**src/rtl/nvram_upload_rd_if.sv**
```systemverilog
`default_nettype none
// ============================================================================
//  Module      : nvram_upload_rd_if
//  Description : HPS ioctl upload bus between hps_io (master) and the
//                NVRAM upload reader (slave).
//  Revision    : 1.0 - initial release
// ============================================================================
interface nvram_upload_rd_if;
   logic        ioctl_upload;
   logic [7:0]  ioctl_index;
   logic        ioctl_rd;
   logic [24:0] ioctl_addr;
   logic [7:0]  ioctl_din;
   logic        ioctl_wait;

   modport master (
      output ioctl_upload, ioctl_index, ioctl_rd, ioctl_addr,
      input  ioctl_din, ioctl_wait
   );

   modport slave (
      input  ioctl_upload, ioctl_index, ioctl_rd, ioctl_addr,
      output ioctl_din, ioctl_wait
   );
endinterface
`default_nettype wire

```
**src/rtl/nvram_upload_rd.sv**
```systemverilog
`default_nettype none
// ============================================================================
//  Module      : nvram_upload_rd
//  Description : Serves HPS NVRAM upload requests from the 1Kx4 CMOS read
//                port and raises a one-shot save request once CPU writes to
//                CMOS have gone quiet.
//  Revision    : 1.0 - initial release
// ============================================================================
module nvram_upload_rd #(
   parameter int          NV_INDEX     = 4,
   parameter int          NV_SIZE      = 1024,
   parameter int          RD_LAT       = 2,
   parameter logic [23:0] QUIET_CYCLES = 24'd6_000_000
) (
   input  wire              clk_sys,
   input  wire              reset_n,
   nvram_upload_rd_if.slave ioctl,
   output logic [9:0]       nv_addr,
   output logic             nv_rd,
   input  wire  [3:0]       nv_q,
   input  wire              cmos_we,
   output logic             nv_dirty,
   output logic             save_req
);

   localparam logic [2:0]  IDLE     = 3'd0;
   localparam logic [2:0]  ISSUE    = 3'd1;
   localparam logic [2:0]  WAIT     = 3'd2;
   localparam logic [2:0]  CAPTURE  = 3'd3;
   localparam logic [2:0]  FILL     = 3'd4;

   localparam logic [2:0]  LAT_LOAD = 3'(RD_LAT - 1);
   localparam logic [24:0] SIZE_25  = 25'(NV_SIZE);
   localparam logic [7:0]  IDX_8    = 8'(NV_INDEX);

   logic [2:0]  state;
   logic [2:0]  state_nxt;
   logic [2:0]  lat_cnt;
   logic [7:0]  byte_out;
   logic [23:0] quiet_cnt;
   logic        save_done;
   logic        sel;
   logic        sel_d;
   logic        sel_rise;
   logic        sel_fall;
   logic        we_seen;
   logic        accept;
   logic        in_range;

   assign sel      = ioctl.ioctl_upload & (ioctl.ioctl_index == IDX_8);
   assign sel_rise = sel & ~sel_d;
   assign sel_fall = sel_d & ~sel;
   assign accept   = (state == IDLE) & ioctl.ioctl_rd & sel;
   // Range is judged on the full address so 1024 and above never alias.
   assign in_range = (ioctl.ioctl_addr < SIZE_25);

   assign ioctl.ioctl_din = byte_out;

   // FSM state register
   always_ff @(posedge clk_sys or negedge reset_n) begin
      if (!reset_n) state <= IDLE;
      else          state <= state_nxt;
   end

   // FSM next-state decode
   always_comb begin
      state_nxt = state;
      case (state)
         IDLE:    if (accept) state_nxt = in_range ? ISSUE : FILL;
         ISSUE:   state_nxt = (RD_LAT == 1) ? CAPTURE : WAIT;
         WAIT:    if (lat_cnt <= 3'd1) state_nxt = CAPTURE;
         CAPTURE: state_nxt = IDLE;
         FILL:    state_nxt = IDLE;
         default: state_nxt = IDLE;
      endcase
   end

   // FSM outputs; wait includes the raw request so it rises with ioctl_rd
   always_comb begin
      nv_rd            = (state == ISSUE);
      ioctl.ioctl_wait = (state != IDLE) | (ioctl.ioctl_rd & sel);
   end

   // Read datapath: latched address, latency counter and returned byte
   always_ff @(posedge clk_sys or negedge reset_n) begin
      if (!reset_n) begin
         nv_addr  <= 10'd0;
         lat_cnt  <= 3'd0;
         byte_out <= 8'h00;
      end else begin
         if (accept)            nv_addr <= ioctl.ioctl_addr[9:0];
         if (state == ISSUE)    lat_cnt <= LAT_LOAD;
         else if (state == WAIT && lat_cnt != 3'd0)
                                lat_cnt <= lat_cnt - 3'd1;
         // Upper nibble floats high on the board, so it reads back as F.
         if (state == CAPTURE)  byte_out <= {4'hF, nv_q};
         else if (state == FILL) byte_out <= 8'hFF;
      end
   end

   // Upload edge tracking: remembers whether CMOS was written during upload
   always_ff @(posedge clk_sys or negedge reset_n) begin
      if (!reset_n) begin
         sel_d   <= 1'b0;
         we_seen <= 1'b0;
      end else begin
         sel_d <= sel;
         if (sel_rise)           we_seen <= cmos_we;
         else if (sel & cmos_we) we_seen <= 1'b1;
      end
   end

   // Dirty flag and quiet counter; a CPU write always wins
   always_ff @(posedge clk_sys or negedge reset_n) begin
      if (!reset_n) begin
         nv_dirty  <= 1'b0;
         quiet_cnt <= 24'd0;
         save_done <= 1'b0;
      end else if (cmos_we) begin
         nv_dirty  <= 1'b1;
         quiet_cnt <= 24'd0;
         save_done <= 1'b0;
      end else if (sel_fall) begin
         // Writes during the upload keep the image dirty and restart the wait.
         nv_dirty  <= we_seen;
         quiet_cnt <= 24'd0;
         save_done <= 1'b0;
      end else begin
         if (nv_dirty && quiet_cnt < QUIET_CYCLES) quiet_cnt <= quiet_cnt + 24'd1;
         if (save_req) save_done <= 1'b1;
      end
   end

   // One save pulse per quiet period, held off while an upload is selected
   // and dropped if the upload end is about to clear the dirty flag.
   always_comb begin
      save_req = nv_dirty & (quiet_cnt == QUIET_CYCLES) & ~save_done & ~sel
               & ~(sel_fall & ~we_seen & ~cmos_we);
   end

endmodule
`default_nettype wire

```
**src/flat_wrapper.sv**
```systemverilog
// flat-port wrapper written by rule: the top's interface ports become plain ports
module nvram_upload_rd_flat 
#(
   parameter int          NV_INDEX     = 4,
   parameter int          NV_SIZE      = 1024,
   parameter int          RD_LAT       = 2,
   parameter logic [23:0] QUIET_CYCLES = 24'd6_000_000
)
  (clk_sys, reset_n, nv_addr, nv_rd, nv_q, cmos_we, nv_dirty, save_req, ioctl_ioctl_upload, ioctl_ioctl_index, ioctl_ioctl_rd, ioctl_ioctl_addr, ioctl_ioctl_din, ioctl_ioctl_wait);
  nvram_upload_rd_if ioctl_i ();
  input  wire clk_sys;
  input  wire reset_n;
  output logic [9:0] nv_addr;
  output logic nv_rd;
  input  wire  [3:0] nv_q;
  input  wire cmos_we;
  output logic nv_dirty;
  output logic save_req;
  input wire logic [$bits(ioctl_i.ioctl_upload)-1:0] ioctl_ioctl_upload;
  input wire logic [$bits(ioctl_i.ioctl_index)-1:0] ioctl_ioctl_index;
  input wire logic [$bits(ioctl_i.ioctl_rd)-1:0] ioctl_ioctl_rd;
  input wire logic [$bits(ioctl_i.ioctl_addr)-1:0] ioctl_ioctl_addr;
  output wire logic [$bits(ioctl_i.ioctl_din)-1:0] ioctl_ioctl_din;
  output wire logic [$bits(ioctl_i.ioctl_wait)-1:0] ioctl_ioctl_wait;
  assign ioctl_i.ioctl_upload = ioctl_ioctl_upload;
  assign ioctl_i.ioctl_index = ioctl_ioctl_index;
  assign ioctl_i.ioctl_rd = ioctl_ioctl_rd;
  assign ioctl_i.ioctl_addr = ioctl_ioctl_addr;
  assign ioctl_ioctl_din = ioctl_i.ioctl_din;
  assign ioctl_ioctl_wait = ioctl_i.ioctl_wait;
  nvram_upload_rd #(.NV_INDEX(NV_INDEX), .NV_SIZE(NV_SIZE), .RD_LAT(RD_LAT), .QUIET_CYCLES(QUIET_CYCLES)) u_core (.clk_sys(clk_sys), .reset_n(reset_n), .ioctl(ioctl_i), .nv_addr(nv_addr), .nv_rd(nv_rd), .nv_q(nv_q), .cmos_we(cmos_we), .nv_dirty(nv_dirty), .save_req(save_req));
endmodule
```
**config.mk**
```make
export PLATFORM = sky130hd
export DESIGN_NAME = nvram_upload_rd_flat
export DESIGN_NICKNAME = d
export VERILOG_FILES = /design/src/rtl/nvram_upload_rd_if.sv /design/src/rtl/nvram_upload_rd.sv /design/src/flat_wrapper.sv
export SDC_FILE = /design/constraint.sdc
export NUM_CORES = 1
export LEC_CHECK = 0
export ABC_AREA = 1
export CAP_MARGIN = 30
export CORE_MARGIN = 2
export CORE_UTILIZATION = 46
export CTS_BUF_LIST = sky130_fd_sc_hd__clkbuf_16
export CTS_CLUSTER_DIAMETER = 80
export DETAILED_ROUTE_END_ITERATION = 6
export GPL_TIMING_DRIVEN = 0
export PLACE_DENSITY = 0.77
export SETUP_SLACK_MARGIN = 0.05
export SLEW_MARGIN = 5
export SYNTH_ARGS = -nofsm -noshare
export SYNTH_HDL_FRONTEND = slang
export SYNTH_SLANG_ARGS = --single-unit
```
**constraint.sdc**
```tcl
create_clock -name clk_sys -period 1.42 [get_ports clk_sys]
set_clock_uncertainty 0.1 [all_clocks]
set_input_delay 0.142 -clock clk_sys [delete_from_list [all_inputs] [get_ports clk_sys]]
set_output_delay 0.142 -clock clk_sys [all_outputs]
set_load 0.02 [all_outputs]
```
==> impl_metrics.env, run 1 <==
export IMPL_cts_buffers=5
export IMPL_crit_path_start_kind="flip-flop"
export IMPL_hpwl_um=5520
export IMPL_cts_root_buf="clkbuf_16"
export IMPL_dieWidth_um=83.5
export IMPL_ys_ff_latch=49
export IMPL_violations="negative setup slack"
export IMPL_io_buffers=63
export IMPL_start_util_pct=48.2
export IMPL_layout_min_cycle_time_ns=1.87
export IMPL_cts_max_level=2
export IMPL_required_ns=1.18
export IMPL_crit_fanout=6
export IMPL_viasPerCell=5.34
export IMPL_synthToLayoutAreaGrowth_pct=58.5
export IMPL_fin_hold_ws_ns=0.222
export IMPL_firstDrtPassIters=5
export IMPL_vias=3132
export IMPL_dieHeight_um=83.5
export IMPL_synth_nets=441
export IMPL_synth_area_leaders="dfrtp_1, nand2_1, nand3_1"
export IMPL_ant_nets=0
export IMPL_cts_tree="yes"
export IMPL_drc=0
export IMPL_endpoint_kind="output port"
export IMPL_cts_sinks=49
export IMPL_fin_util_pct=76.4
export IMPL_max_cap_viol_count=0
export IMPL_dieArea_mm2=0.00696
export IMPL_setup_worst_path_class="flip-flop to output port"
export IMPL_nFillCells=407
export IMPL_num_antenna_cells=0
export IMPL_yosys_area_top_type="dfrtp_1"
export IMPL_wl_per_cell_um=15.7
export IMPL_clock_path_buffers=2
export IMPL_setup_violations_final=28
export IMPL_yosys_warnings=0
export IMPL_clk_insertion_delay_late_ns=0.29
export IMPL_grt_pass1_wl_um=14100
export IMPL_grt_usage_pct=24.8
export IMPL_gp_congestion=0.906
export IMPL_synth_seq_area_share_pct=42.2
export IMPL_post_synth_cell_area_avg_um2=7.37
export IMPL_num_rows=28
export IMPL_power_leakage_nw=2.22
export IMPL_crit_arrival_ns=1.63
export IMPL_finalHoldViolCount=0
export IMPL_outcome="finished with violations"
export IMPL_ir_drop_mv=0.799
export IMPL_first_iter_violations=211
export IMPL_ios=64
export IMPL_slew_headroom_pct=70.0
export IMPL_fin_ws_ns=-0.448
export IMPL_nets=558
export IMPL_finalCritPeriodShare_pct=132
export IMPL_timing_fmax_ghz=0.535
export IMPL_hold_path_class="primary input to asynchronous set/reset pin"
export IMPL_grt_pass1_vias=3056
export IMPL_p_per_area_mw_per_mm2=857
export IMPL_rsz0062_at_grt="yes"
export IMPL_wl_um=9230
export IMPL_synth_top_area_share_pct=42.2
export IMPL_synthesis_area_mm2=0.00290
export IMPL_synthCells=394
export IMPL_overflow=0
export IMPL_path_clk_slew_ns=0.07
export IMPL_antenna_found_initial=0
export IMPL_tightest_slew_ns=0.451
export IMPL_report_final_slew_viol_count=0
export IMPL_grt_max_degree=33
export IMPL_core_area_mm2=0.00603
export IMPL_drive_above_1_share_pct=33.8
export IMPL_yosysUniqueCellTypes=34
-- cells in the final DEF, fill, tap and decap left out, drive strengths merged, types with 2 or more instances in the layout --
master           n
nand2          121
a21oi           10
clkbuf           7
nand3           41
nand3b           3
ha               5
clkdlybuf4s50   31
buf             59
nor4             3
dfrtp           49
o22a             4
nand4           10
dlygate4sd2     23
nor2            58
o21ai           18
xor2             6
inv             43
or2              2
nor3             8
-- power by group --
group	switching, mW	leakage [nW]	internal [mW]
Sequential	0.0640	0.651	1.49
Combinational	0.503	1.49	0.548
Clock	0.520	0.0826	0.820
Total	1.09	2.22	2.86
-- worst max-delay path, cell delays in order, from the launching register on --
cell and delay [ns]:
dfrtp_2 0.47, nor4_4 0.31, nand3_2 0.10, nor2_2 0.14, and3_4 0.21, buf_6 0.11
-- per-stage QoR --
| stage | setup WS (ns) | TNS, ns | total power [mW] | cell area [µm²] | std cells |
|---|---|---|---|---|---|
| after floorplan | -0.0943 | -1.72 | 1.98 | 2940 | 394 |
| after global placement | -1.51 | -86.42 | 2.43 | 3670 | 532 |
| after detailed placement | -1.11 | -22.78 | 2.45 | 3680 | 533 |
| after CTS | -0.365 | -6.81 | 3.86 | 4260 | 570 |
| after global routing | -0.521 | -10.36 | 4.10 | 4600 | 587 |
| final | -0.448 | -7.64 | 3.94 | 4600 | 587 |
-- flip-flops by register name (all words and copies together), names as in the netlist --
signal,cells
u_core.we_seen,1
u_core.nv_addr,10
u_core.nv_dirty,1
u_core.ioctl.ioctl_din,5
u_core.quiet_cnt,24
u_core.state,3
u_core.lat_cnt,3
u_core.sel_d,1
u_core.save_done,1
-- final timing paths --
kind,depth (start not counted),slack [ns],to,startpoint
setup / recovery,5,-0.45,save_req,u_core.quiet_cnt[5]$_DFFE_PN0P_
hold / removal,2,0.22,u_core.quiet_cnt[3]$_DFFE_PN0P_,reset_n
setup reg to reg,7,-0.38,u_core.quiet_cnt[21]$_DFFE_PN0P_,u_core.quiet_cnt[2]$_DFFE_PN0P_
hold reg to reg,2,0.37,u_core.nv_addr[5]$_DFFE_PN0P_,u_core.nv_addr[5]$_DFFE_PN0P_
max in group asynchronous,3,0.47,u_core.quiet_cnt[21]$_DFFE_PN0P_,reset_n
min in group clk_sys,4,0.27,u_core.sel_d$_DFF_PN0_,ioctl_ioctl_index[1]
-- kinds of logic (layout without fill, tap and decap cells) --
kind of cell	count (synthesis)	count (layout)	synth area share, %
AOI/OAI and AO/OA	35	35	6.76
xor gates and xnor gates	6	6	1.81
adders and majority gates	5	5	2.15
buffers and inverters	51	168	7.84
DFF	49	49	42.2
and+or+nand+nor	248	249	39.2
-- metal layers --
metal	vias to the layer above	global-route usage (%)	share of wire [%]
met2	124	44.9	54
met3	14	6.03	6.5
li1	1504	-	-
met5	-	0	0
met1	1490	29.2	38
met4	0	6.89	1.3
-- area by class of cell --
type | instances | area, µm² | area share [%]
buffer | 9 | 85.1 | 1.85
clock buffer | 5 | 125 | 2.72
clock inverter | 3 | 37.5 | 0.816
inverter | 42 | 158 | 3.43
multi-input combinational | 295 | 1840 | 40.0
sequential | 49 | 1240 | 26.9
tap | 75 | 93.8 | 2.04
timing repair buffer | 109 | 1020 | 22.3
-- cell usage after synthesis, drive strengths merged --
cell type	number
and2	1
xor2	6
o21bai	1
nand3b	3
clkinv	1
nor3b	1
and3	1
or2	2
nand3	41
dfrtp	49
nand4	10
inv	41
nor4	3
ha	5
nor3	8
nor2	57
o21ai	18
o22ai	1
o22a	4
buf	8
o21a	1
clkbuf	1
nand2	121
a21oi	10
-- what timing repair did --
| item | in CTS | in global routing |
|---|---|---|
| setup buffers | 24 | 17 |
| resized for setup | 117 | 71 |
| hold buffers | 1 | 0 |
| pin swaps | 16 | 29 |
| endpoints found under the setup margin | 64 | 49 |
| endpoints found under the hold margin | 17 | 0 |
| gates cloned | 4 | 0 |
(Power assumes the default switching activity.)
==> inputs of run 2 (changes only) <==
--- a/config.mk
+++ b/config.mk
@@ -15,7 +15,6 @@
 export GPL_TIMING_DRIVEN = 0
 export PLACE_DENSITY = 0.77
 export SETUP_SLACK_MARGIN = 0.05
-export SLEW_MARGIN = 5
 export SYNTH_ARGS = -nofsm -noshare
 export SYNTH_HDL_FRONTEND = slang
 export SYNTH_SLANG_ARGS = --single-unit
==> results of run 2 <==
No change in the layout: final DEF, timing and power equal those of run 1.
